## config.mk

```make
export PLATFORM = sky130hd
export DESIGN_NAME = alu_rs_bank_flat
export DESIGN_NICKNAME = d
export VERILOG_FILES = /design/src/rtl/alu_rs_pkg.sv /design/src/rtl/alu_rs_bank_if.sv /design/src/rtl/alu_rs_entry.sv /design/src/rtl/alu_rs_bank.sv /design/src/flat_wrapper.sv
export SDC_FILE = /design/constraint.sdc
export NUM_CORES = 1
export LEC_CHECK = 0
export BUFFER_PORTS_ARGS = -buffer_cell sky130_fd_sc_hd__clkbuf_2
export CORE_ASPECT_RATIO = 1.4
export CORE_UTILIZATION = 64
export CTS_CLUSTER_SIZE = 10
export DETAILED_ROUTE_END_ITERATION = 8
export GPL_TIMING_DRIVEN = 0
export PLACE_DENSITY_LB_ADDON = 0.08
export SYNTH_ARGS = -nofsm -noshare
export SYNTH_HDL_FRONTEND = slang
export SYNTH_SLANG_ARGS = --single-unit
export TNS_END_PERCENT = 20
```

## constraint.sdc

```tcl
create_clock -name clk -period 7.7 [get_ports clk]
set_input_delay 0.77 -clock clk [delete_from_list [all_inputs] [get_ports clk]]
set_output_delay 0.77 -clock clk [all_outputs]
set_load 0.005 [all_outputs]
```

## src/rtl/alu_rs_pkg.sv

```systemverilog
// Shared types and helpers for the ALU reservation station bank.
package alu_rs_pkg;

  typedef logic [1:0] alu_op_t;

  localparam alu_op_t OP_ADD = 2'b00;
  localparam alu_op_t OP_SUB = 2'b01;
  localparam alu_op_t OP_AND = 2'b10;
  localparam alu_op_t OP_XOR = 2'b11;

  // Widest datapath alu_compute handles; callers truncate to their own width.
  localparam int unsigned MAX_DW = 16;

  // Per-entry status record.
  typedef struct packed {
    logic reserved;
    logic a_valid;
    logic b_valid;
  } entry_flags_t;

  // Wraps naturally; truncating the result to a narrower width keeps it mod 2^width.
  function automatic logic [MAX_DW-1:0] alu_compute(alu_op_t op, logic [MAX_DW-1:0] a,
                                                    logic [MAX_DW-1:0] b);
    logic [MAX_DW-1:0] res;
    case (op)
      OP_ADD:  res = a + b;
      OP_SUB:  res = a - b;
      OP_AND:  res = a & b;
      default: res = a ^ b;
    endcase
    return res;
  endfunction

endpackage

```

## src/rtl/alu_rs_bank_if.sv

```systemverilog
// Dispatch, CDB snoop and CDB producer signals of the ALU reservation station bank.
interface alu_rs_bank_if #(
  parameter int unsigned DATA_WIDTH    = 4,
  parameter int unsigned CDB_TAG_WIDTH = 4,
  parameter int unsigned NUM_ENTRIES   = 4
);
  import alu_rs_pkg::*;

  logic                     cdb_in_valid;
  logic [CDB_TAG_WIDTH-1:0] cdb_in_tag;
  logic [DATA_WIDTH-1:0]    cdb_in_data;
  logic                     cmd_valid;
  logic                     cmd_ready;
  alu_op_t                  cmd_op;
  logic [DATA_WIDTH-1:0]    cmd_a_data;
  logic                     cmd_a_is_valid;
  logic [DATA_WIDTH-1:0]    cmd_b_data;
  logic                     cmd_b_is_valid;
  logic [CDB_TAG_WIDTH-1:0] cmd_tag;
  logic                     cdb_out_request;
  logic [CDB_TAG_WIDTH-1:0] cdb_out_tag;
  logic [DATA_WIDTH-1:0]    cdb_out_data;
  logic                     cdb_out_accepted;
  logic [NUM_ENTRIES-1:0]   busy;

  // Reservation station side.
  modport slave (
    input  cdb_in_valid, cdb_in_tag, cdb_in_data,
    input  cmd_valid, cmd_op, cmd_a_data, cmd_a_is_valid, cmd_b_data, cmd_b_is_valid,
    input  cdb_out_accepted,
    output cmd_ready, cmd_tag, cdb_out_request, cdb_out_tag, cdb_out_data, busy
  );

  // Dispatch / CDB side.
  modport master (
    output cdb_in_valid, cdb_in_tag, cdb_in_data,
    output cmd_valid, cmd_op, cmd_a_data, cmd_a_is_valid, cmd_b_data, cmd_b_is_valid,
    output cdb_out_accepted,
    input  cmd_ready, cmd_tag, cdb_out_request, cdb_out_tag, cdb_out_data, busy
  );

endinterface

```

## src/rtl/alu_rs_entry.sv

```systemverilog
// One reservation station entry: op, two operand/valid pairs and CDB snoop.
// A not-yet-valid operand keeps its producer tag in the low CDB_TAG_WIDTH data bits.
module alu_rs_entry
  import alu_rs_pkg::*;
#(
  parameter int unsigned DATA_WIDTH    = 4,
  parameter int unsigned CDB_TAG_WIDTH = 4
) (
  input  logic                     clk,
  input  logic                     rst_n,
  input  logic                     alloc_i,
  input  logic                     free_i,
  input  alu_op_t                  op_i,
  input  logic [DATA_WIDTH-1:0]    a_data_i,
  input  logic                     a_is_valid_i,
  input  logic [DATA_WIDTH-1:0]    b_data_i,
  input  logic                     b_is_valid_i,
  input  logic                     cdb_valid_i,
  input  logic [CDB_TAG_WIDTH-1:0] cdb_tag_i,
  input  logic [DATA_WIDTH-1:0]    cdb_data_i,
  output logic                     busy_o,
  output logic                     ready_o,
  output alu_op_t                  op_o,
  output logic [DATA_WIDTH-1:0]    a_o,
  output logic [DATA_WIDTH-1:0]    b_o
);

  entry_flags_t          flags_q, flags_d;
  alu_op_t               op_q, op_d;
  logic [DATA_WIDTH-1:0] a_q, a_d, b_q, b_d;

  // Next state: dispatch (with same-cycle CDB capture), free, or snoop.
  always_comb begin
    flags_d = flags_q;
    op_d    = op_q;
    a_d     = a_q;
    b_d     = b_q;
    if (alloc_i) begin
      flags_d.reserved = 1'b1;
      op_d             = op_i;
      a_d              = a_data_i;
      flags_d.a_valid  = a_is_valid_i;
      b_d              = b_data_i;
      flags_d.b_valid  = b_is_valid_i;
      if (!a_is_valid_i && cdb_valid_i && a_data_i[CDB_TAG_WIDTH-1:0] == cdb_tag_i) begin
        a_d             = cdb_data_i;
        flags_d.a_valid = 1'b1;
      end
      if (!b_is_valid_i && cdb_valid_i && b_data_i[CDB_TAG_WIDTH-1:0] == cdb_tag_i) begin
        b_d             = cdb_data_i;
        flags_d.b_valid = 1'b1;
      end
    end else if (free_i) begin
      flags_d = '0;
    end else if (flags_q.reserved) begin
      if (!flags_q.a_valid && cdb_valid_i && a_q[CDB_TAG_WIDTH-1:0] == cdb_tag_i) begin
        a_d             = cdb_data_i;
        flags_d.a_valid = 1'b1;
      end
      if (!flags_q.b_valid && cdb_valid_i && b_q[CDB_TAG_WIDTH-1:0] == cdb_tag_i) begin
        b_d             = cdb_data_i;
        flags_d.b_valid = 1'b1;
      end
    end
  end

  // Entry state register with synchronous reset.
  always_ff @(posedge clk) begin
    if (!rst_n) begin
      flags_q <= '0;
      op_q    <= OP_ADD;
      a_q     <= '0;
      b_q     <= '0;
    end else begin
      flags_q <= flags_d;
      op_q    <= op_d;
      a_q     <= a_d;
      b_q     <= b_d;
    end
  end

  assign busy_o  = flags_q.reserved;
  assign ready_o = flags_q.reserved & flags_q.a_valid & flags_q.b_valid;
  assign op_o    = op_q;
  assign a_o     = a_q;
  assign b_o     = b_q;

endmodule

```

## src/rtl/alu_rs_bank.sv

```systemverilog
// ALU reservation station bank: free-slot encoder, issue arbiter with lock, result mux.
// Build option ALU_RS_AGE_ORDER_EN: issue picks the oldest ready entry via an age matrix;
// without it the lowest ready index wins.
module alu_rs_bank
  import alu_rs_pkg::*;
#(
  parameter int unsigned DATA_WIDTH    = 4,
  parameter int unsigned CDB_TAG_WIDTH = 4,
  parameter int unsigned NUM_ENTRIES   = 4,
  parameter int unsigned RS_TAG_BASE   = 0
) (
  input logic          clk,
  input logic          rst_n,
  alu_rs_bank_if.slave bus
);

  localparam int unsigned IdxW = (NUM_ENTRIES > 1) ? $clog2(NUM_ENTRIES) : 1;

  logic [NUM_ENTRIES-1:0] busy, ready, alloc, free;
  alu_op_t                op_e  [NUM_ENTRIES];
  logic [DATA_WIDTH-1:0]  a_e   [NUM_ENTRIES];
  logic [DATA_WIDTH-1:0]  b_e   [NUM_ENTRIES];

  logic            dispatch;
  logic [IdxW-1:0] free_idx;
  logic            arb_found;
  logic [IdxW-1:0] arb_idx;
  logic            req;
  logic [IdxW-1:0] sel_idx;
  logic            accept;
  logic            lock_q, lock_d;
  logic [IdxW-1:0] lock_idx_q, lock_idx_d;

  for (genvar i = 0; i < NUM_ENTRIES; i++) begin : g_entry
    alu_rs_entry #(
      .DATA_WIDTH    (DATA_WIDTH),
      .CDB_TAG_WIDTH (CDB_TAG_WIDTH)
    ) u_entry (
      .clk          (clk),
      .rst_n        (rst_n),
      .alloc_i      (alloc[i]),
      .free_i       (free[i]),
      .op_i         (bus.cmd_op),
      .a_data_i     (bus.cmd_a_data),
      .a_is_valid_i (bus.cmd_a_is_valid),
      .b_data_i     (bus.cmd_b_data),
      .b_is_valid_i (bus.cmd_b_is_valid),
      .cdb_valid_i  (bus.cdb_in_valid),
      .cdb_tag_i    (bus.cdb_in_tag),
      .cdb_data_i   (bus.cdb_in_data),
      .busy_o       (busy[i]),
      .ready_o      (ready[i]),
      .op_o         (op_e[i]),
      .a_o          (a_e[i]),
      .b_o          (b_e[i])
    );
  end

  // Lowest-index free entry, from registered busy only.
  always_comb begin
    logic found;
    found    = 1'b0;
    free_idx = '0;
    for (int i = 0; i < NUM_ENTRIES; i++) begin
      if (!busy[i] && !found) begin
        found    = 1'b1;
        free_idx = IdxW'(i);
      end
    end
  end

  assign bus.cmd_ready = ~&busy;
  assign bus.cmd_tag   = CDB_TAG_WIDTH'(RS_TAG_BASE) + CDB_TAG_WIDTH'(free_idx);
  assign dispatch      = bus.cmd_valid & bus.cmd_ready;
  assign alloc         = dispatch ? (NUM_ENTRIES'(1) << free_idx) : '0;

`ifdef ALU_RS_AGE_ORDER_EN
  // older_q[i][j]: entry i was dispatched before entry j.
  logic [NUM_ENTRIES-1:0] older_q [NUM_ENTRIES];
  logic [NUM_ENTRIES-1:0] older_d [NUM_ENTRIES];

  // A new dispatch is younger than every other entry; stale rows of free entries are masked
  // by ready and rewritten on their next dispatch.
  always_comb begin
    older_d = older_q;
    if (dispatch) begin
      for (int j = 0; j < NUM_ENTRIES; j++) begin
        older_d[free_idx][j] = 1'b0;
        if (IdxW'(j) != free_idx) older_d[j][free_idx] = 1'b1;
      end
    end
  end

  // Age matrix register.
  always_ff @(posedge clk) begin
    if (!rst_n) older_q <= '{default: '0};
    else        older_q <= older_d;
  end

  // Oldest ready entry: older than every other ready entry.
  always_comb begin
    logic oldest;
    arb_found = 1'b0;
    arb_idx   = '0;
    for (int i = 0; i < NUM_ENTRIES; i++) begin
      oldest = ready[i];
      for (int j = 0; j < NUM_ENTRIES; j++) begin
        if (j != i && ready[j] && !older_q[i][j]) oldest = 1'b0;
      end
      if (oldest && !arb_found) begin
        arb_found = 1'b1;
        arb_idx   = IdxW'(i);
      end
    end
  end
`else
  // Fixed priority: lowest ready index.
  always_comb begin
    arb_found = 1'b0;
    arb_idx   = '0;
    for (int i = 0; i < NUM_ENTRIES; i++) begin
      if (ready[i] && !arb_found) begin
        arb_found = 1'b1;
        arb_idx   = IdxW'(i);
      end
    end
  end
`endif

  assign req     = lock_q | arb_found;
  assign sel_idx = lock_q ? lock_idx_q : arb_idx;
  assign accept  = req & bus.cdb_out_accepted;
  assign free    = accept ? (NUM_ENTRIES'(1) << sel_idx) : '0;

  // Lock holds a presented selection until the CDB grants it.
  always_comb begin
    lock_d     = lock_q;
    lock_idx_d = lock_idx_q;
    if (accept) begin
      lock_d = 1'b0;
    end else if (req) begin
      lock_d     = 1'b1;
      lock_idx_d = sel_idx;
    end
  end

  // Lock register.
  always_ff @(posedge clk) begin
    if (!rst_n) begin
      lock_q     <= 1'b0;
      lock_idx_q <= '0;
    end else begin
      lock_q     <= lock_d;
      lock_idx_q <= lock_idx_d;
    end
  end

  logic [MAX_DW-1:0] res_full;
  logic              unused_res;

  assign res_full = alu_compute(op_e[sel_idx], MAX_DW'(a_e[sel_idx]), MAX_DW'(b_e[sel_idx]));
  assign unused_res = ^res_full[MAX_DW-1:DATA_WIDTH];

  assign bus.cdb_out_request = req;
  assign bus.cdb_out_tag     = CDB_TAG_WIDTH'(RS_TAG_BASE) + CDB_TAG_WIDTH'(sel_idx);
  assign bus.cdb_out_data    = res_full[DATA_WIDTH-1:0];
  assign bus.busy            = busy;

endmodule

```

## src/flat_wrapper.sv

```systemverilog
// flat-port wrapper written by rule: the top's interface ports become plain ports
module alu_rs_bank_flat import alu_rs_pkg::*;
#(
  parameter int unsigned DATA_WIDTH    = 4,
  parameter int unsigned CDB_TAG_WIDTH = 4,
  parameter int unsigned NUM_ENTRIES   = 4,
  parameter int unsigned RS_TAG_BASE   = 0
)
  (clk, rst_n, bus_cdb_in_valid, bus_cdb_in_tag, bus_cdb_in_data, bus_cmd_valid, bus_cmd_op, bus_cmd_a_data, bus_cmd_a_is_valid, bus_cmd_b_data, bus_cmd_b_is_valid, bus_cdb_out_accepted, bus_cmd_ready, bus_cmd_tag, bus_cdb_out_request, bus_cdb_out_tag, bus_cdb_out_data, bus_busy);
  alu_rs_bank_if #(.DATA_WIDTH(DATA_WIDTH), .CDB_TAG_WIDTH(CDB_TAG_WIDTH), .NUM_ENTRIES(NUM_ENTRIES)) bus_i ();
  input logic clk;
  input logic rst_n;
  input wire logic [$bits(bus_i.cdb_in_valid)-1:0] bus_cdb_in_valid;
  input wire logic [$bits(bus_i.cdb_in_tag)-1:0] bus_cdb_in_tag;
  input wire logic [$bits(bus_i.cdb_in_data)-1:0] bus_cdb_in_data;
  input wire logic [$bits(bus_i.cmd_valid)-1:0] bus_cmd_valid;
  input wire logic [$bits(bus_i.cmd_op)-1:0] bus_cmd_op;
  input wire logic [$bits(bus_i.cmd_a_data)-1:0] bus_cmd_a_data;
  input wire logic [$bits(bus_i.cmd_a_is_valid)-1:0] bus_cmd_a_is_valid;
  input wire logic [$bits(bus_i.cmd_b_data)-1:0] bus_cmd_b_data;
  input wire logic [$bits(bus_i.cmd_b_is_valid)-1:0] bus_cmd_b_is_valid;
  input wire logic [$bits(bus_i.cdb_out_accepted)-1:0] bus_cdb_out_accepted;
  output wire logic [$bits(bus_i.cmd_ready)-1:0] bus_cmd_ready;
  output wire logic [$bits(bus_i.cmd_tag)-1:0] bus_cmd_tag;
  output wire logic [$bits(bus_i.cdb_out_request)-1:0] bus_cdb_out_request;
  output wire logic [$bits(bus_i.cdb_out_tag)-1:0] bus_cdb_out_tag;
  output wire logic [$bits(bus_i.cdb_out_data)-1:0] bus_cdb_out_data;
  output wire logic [$bits(bus_i.busy)-1:0] bus_busy;
  assign bus_i.cdb_in_valid = bus_cdb_in_valid;
  assign bus_i.cdb_in_tag = bus_cdb_in_tag;
  assign bus_i.cdb_in_data = bus_cdb_in_data;
  assign bus_i.cmd_valid = bus_cmd_valid;
  assign bus_i.cmd_op = bus_cmd_op;
  assign bus_i.cmd_a_data = bus_cmd_a_data;
  assign bus_i.cmd_a_is_valid = bus_cmd_a_is_valid;
  assign bus_i.cmd_b_data = bus_cmd_b_data;
  assign bus_i.cmd_b_is_valid = bus_cmd_b_is_valid;
  assign bus_i.cdb_out_accepted = bus_cdb_out_accepted;
  assign bus_cmd_ready = bus_i.cmd_ready;
  assign bus_cmd_tag = bus_i.cmd_tag;
  assign bus_cdb_out_request = bus_i.cdb_out_request;
  assign bus_cdb_out_tag = bus_i.cdb_out_tag;
  assign bus_cdb_out_data = bus_i.cdb_out_data;
  assign bus_busy = bus_i.busy;
  alu_rs_bank #(.DATA_WIDTH(DATA_WIDTH), .CDB_TAG_WIDTH(CDB_TAG_WIDTH), .NUM_ENTRIES(NUM_ENTRIES), .RS_TAG_BASE(RS_TAG_BASE)) u_core (.clk(clk), .rst_n(rst_n), .bus(bus_i));
endmodule
```

==> metrics <==
commonest non-fill, non-tap cell in the layout=nor2_1; Clock Tree Buf Depth=2; CP Launch Type=register; maximum VDD drop=between 0.0001 and 0.00015 V; Die ar.=0.00655 mm2; first-pass GRT wire length=18700 um; worst slew pin tran=about 840 ps; clock-pin slew on the worst setup and hold paths=100 ps; largest net degree at the start of global routing=17; Hold Buf Count CTS=0; Final min period=5500 ps; IO Pins=43; CTS tree=built; drt drc=0; most frequent cells in the layout=nor2_1 (56), dfxtp_1 (55), nand2_1 (45); Synth area leader=dfxtp_1; Fin Setup TNS=0 ps; DR vias=3753; Warnings, synthesis=0; core box area=0.00595 mm2; Syn Inst Count=486; initial antenna violation count=0; GR Overflow Total=0; final setup vio count=0; adder-cell share of the synthesized area=0.0301; status=completed; Max transition margin=0.437; largest family of logic cells by synthesized area=simple AND/OR/NAND/NOR gates; P&R area growth vs syn=9.04%; # Post-CTS Setup Buffers=0; Post-synth EDFFs=0; Placed Area=0.00424 mm2; Simple-Gate Fraction of Synth Area=0.202; critical path endpoint category=primary output; synthesized cell area=around 0.004 mm2; Final Hold Fails=0; Crit path buffers/inverters=3; Synth Area in Compound Gates=0.182; Clock Root Buffer=clkbuf_8; Arr. time, crit path=between 4000 and 5000 ps; cts bufs inserted=5; CP delay by family, top=simple AND/OR/NAND/NOR gates; drt wl/cell=19.6 um; Final Max Tran Viols=0; fmax=182 MHz; critical path class=register to primary output; Main synth FF type=dfxtp_1; period utilization=0.715; Antenna Cells=0; synth unique cells=55; die width=roughly 69 um; mux share of post-synthesis cell area=0.155; final wirelength=roughly 12000 um; Synth Area per Inst=slightly above 8 um2; Slowest cell on crit path=mux2i_1; Die Y=95.4 um; Pwr Density=around 150 mW/mm2; Req. time, crit path=a little under 7000 ps; CP Max Fanout=10; drt pass-1 iters=5; gr usage total=0.392; Routed Antenna Nets=0; detailed placement HPWL=between 8000 and 9000 um; slowest stage delay, CP=590 ps; vias per std cell=~6.3; total of max-cap violations=0; post-cts sizing count=0; Non-Filler Cell Area, Final=~0.0043 mm2; via count of the first global-routing pass=3721; post-synthesis sequential area ratio=0.276; Clk Latency, worst-skew pair=320 ps; H-tree Lvls=2; layout cells sized above 1=0.169; # rows=33; Post-Route Utilization=0.731; Sink Count=55; Synth top area share=0.276; nets@finish=561; xor and xnor area share after synthesis=0.0945; clock skew=10.5 ps; P_leak=1.68 nW; I/O Buffers=31; Placer Congestion=around 0.95; Starting Density=0.670; RSZ-0062 raised after global routing=false; drt first-iter violations=264; Area contributors post-synth=dfxtp_1 (28%), xnor2_1 (6.8%), a211oi_1 (6.2%); FFs w/ async S/R, synth=0; crit-path cells=nand3_2 > and2_1 > o31a_2 > clkbuf_1 > mux2i_1 > inv_1 > ha_1 > mux2i_1 > ha_1 > nor2b_1 > o21ai_0 > nor2b_1 > o2111ai_1 > nand4_1 > nor4_1 > nor4_1 > clkbuf_2; Yosys reg bits=55; HP Class=register to register
==> cells in the mapped netlist, types with 9 or more instances <==
| master | number |
|---|---|
| nor2_1 | 56 |
| inv_1 | 10 |
| mux2_1 | 17 |
| o21ai_0 | 10 |
| and3_1 | 9 |
| clkbuf_1 | 25 |
| a21oi_1 | 19 |
| nand3_1 | 21 |
| mux2_2 | 16 |
| xnor2_1 | 31 |
| a211oi_1 | 33 |
| xor2_1 | 12 |
| nor4_1 | 10 |
| nand2_1 | 45 |
| dfxtp_1 | 55 |
| mux2i_1 | 20 |
==> through the flow <==
stage | hold WS (ps) | setup slack (ps) | total power, mW | std cells
after floorplan | 433 | 3390 | 0.416 | 489
after global placement | 437 | 2680 | 0.457 | 590
after detailed placement | 451 | 2620 | 0.463 | 590
after CTS | 464 | 2240 | 0.652 | 597
after global routing | 482 | 1850 | 0.681 | 597
final | 467 | 2200 | 0.655 | 597
==> final cells by class <==
cell class | count | area (um2)
Buffer | 39 | 183
Clock buffer | 5 | 68.8
Clock inverter | 2 | 37.5
Fill cell | 499 | 1600
Inverter | 13 | 53.8
Multi-Input combinational cell | 382 | 2660
Sequential cell | 55 | 1100
Tap cell | 70 | 87.6
Timing Repair Buffer | 31 | 155
==> registers in the layout (all words and copies together) (netlist names) <==
name / flops
u_core.g_entry.u_entry.a_o: 16
u_core.g_entry.u_entry.op_o: 8
u_core.lock_q: 1
u_core.g_entry.u_entry.flags_q: 8
u_core.lock_idx_q: 2
u_core.g_entry.u_entry.b_o: 16
u_core.g_entry.u_entry.busy_o: 4
==> report_power, final <==
group	switching, mW	internal, mW
logic	0.0855	0.0665
registers	0.0117	0.295
clock network	0.100	0.0953
total	0.198	0.457
==> logic make-up (layout without fill, tap and decap cells) <==
logic type,after synthesis,count (layout)
other,1,4
xor gates and xnor gates,43,43
DFF,55,55
and+or+nand+nor,170,170
AOI/OAI and AO/OA,101,101
muxes,55,55
buffers and inverters,52,90
adders and majority gates,9,9
==> worst paths after layout <==
check                               startpoint                                end  slack (ps)  cells after the start
max           u_core.g_entry[2].u_entry.busy_o                bus_cdb_out_data[3]        2200                     17
min          u_core.g_entry[1].u_entry.op_o[0]  u_core.g_entry[1].u_entry.op_o[0]         470                      2
max reg2reg   u_core.g_entry[1].u_entry.busy_o   u_core.g_entry[2].u_entry.a_o[3]        4880                      8
min reg2reg  u_core.g_entry[1].u_entry.op_o[0]  u_core.g_entry[1].u_entry.op_o[0]         470                      2
==> layer usage <==
metal  GRT usage  routed length (um)  share of wire  up-vias
met5           0                   0              0        -
met4       0.245                 661          0.057        0
met3      0.0682                 681          0.058       47
met2       0.640                5690           0.49      156
met1       0.464                4640           0.40     1748
li1            -                   -              -     1802
==> worst min-delay path, cell delays in order (launching register included) <==
cell	delay, ps
dfxtp_1	320
nand2_1	50
a21oi_1	50
Note: power is estimated with default switching activity, not from simulation.
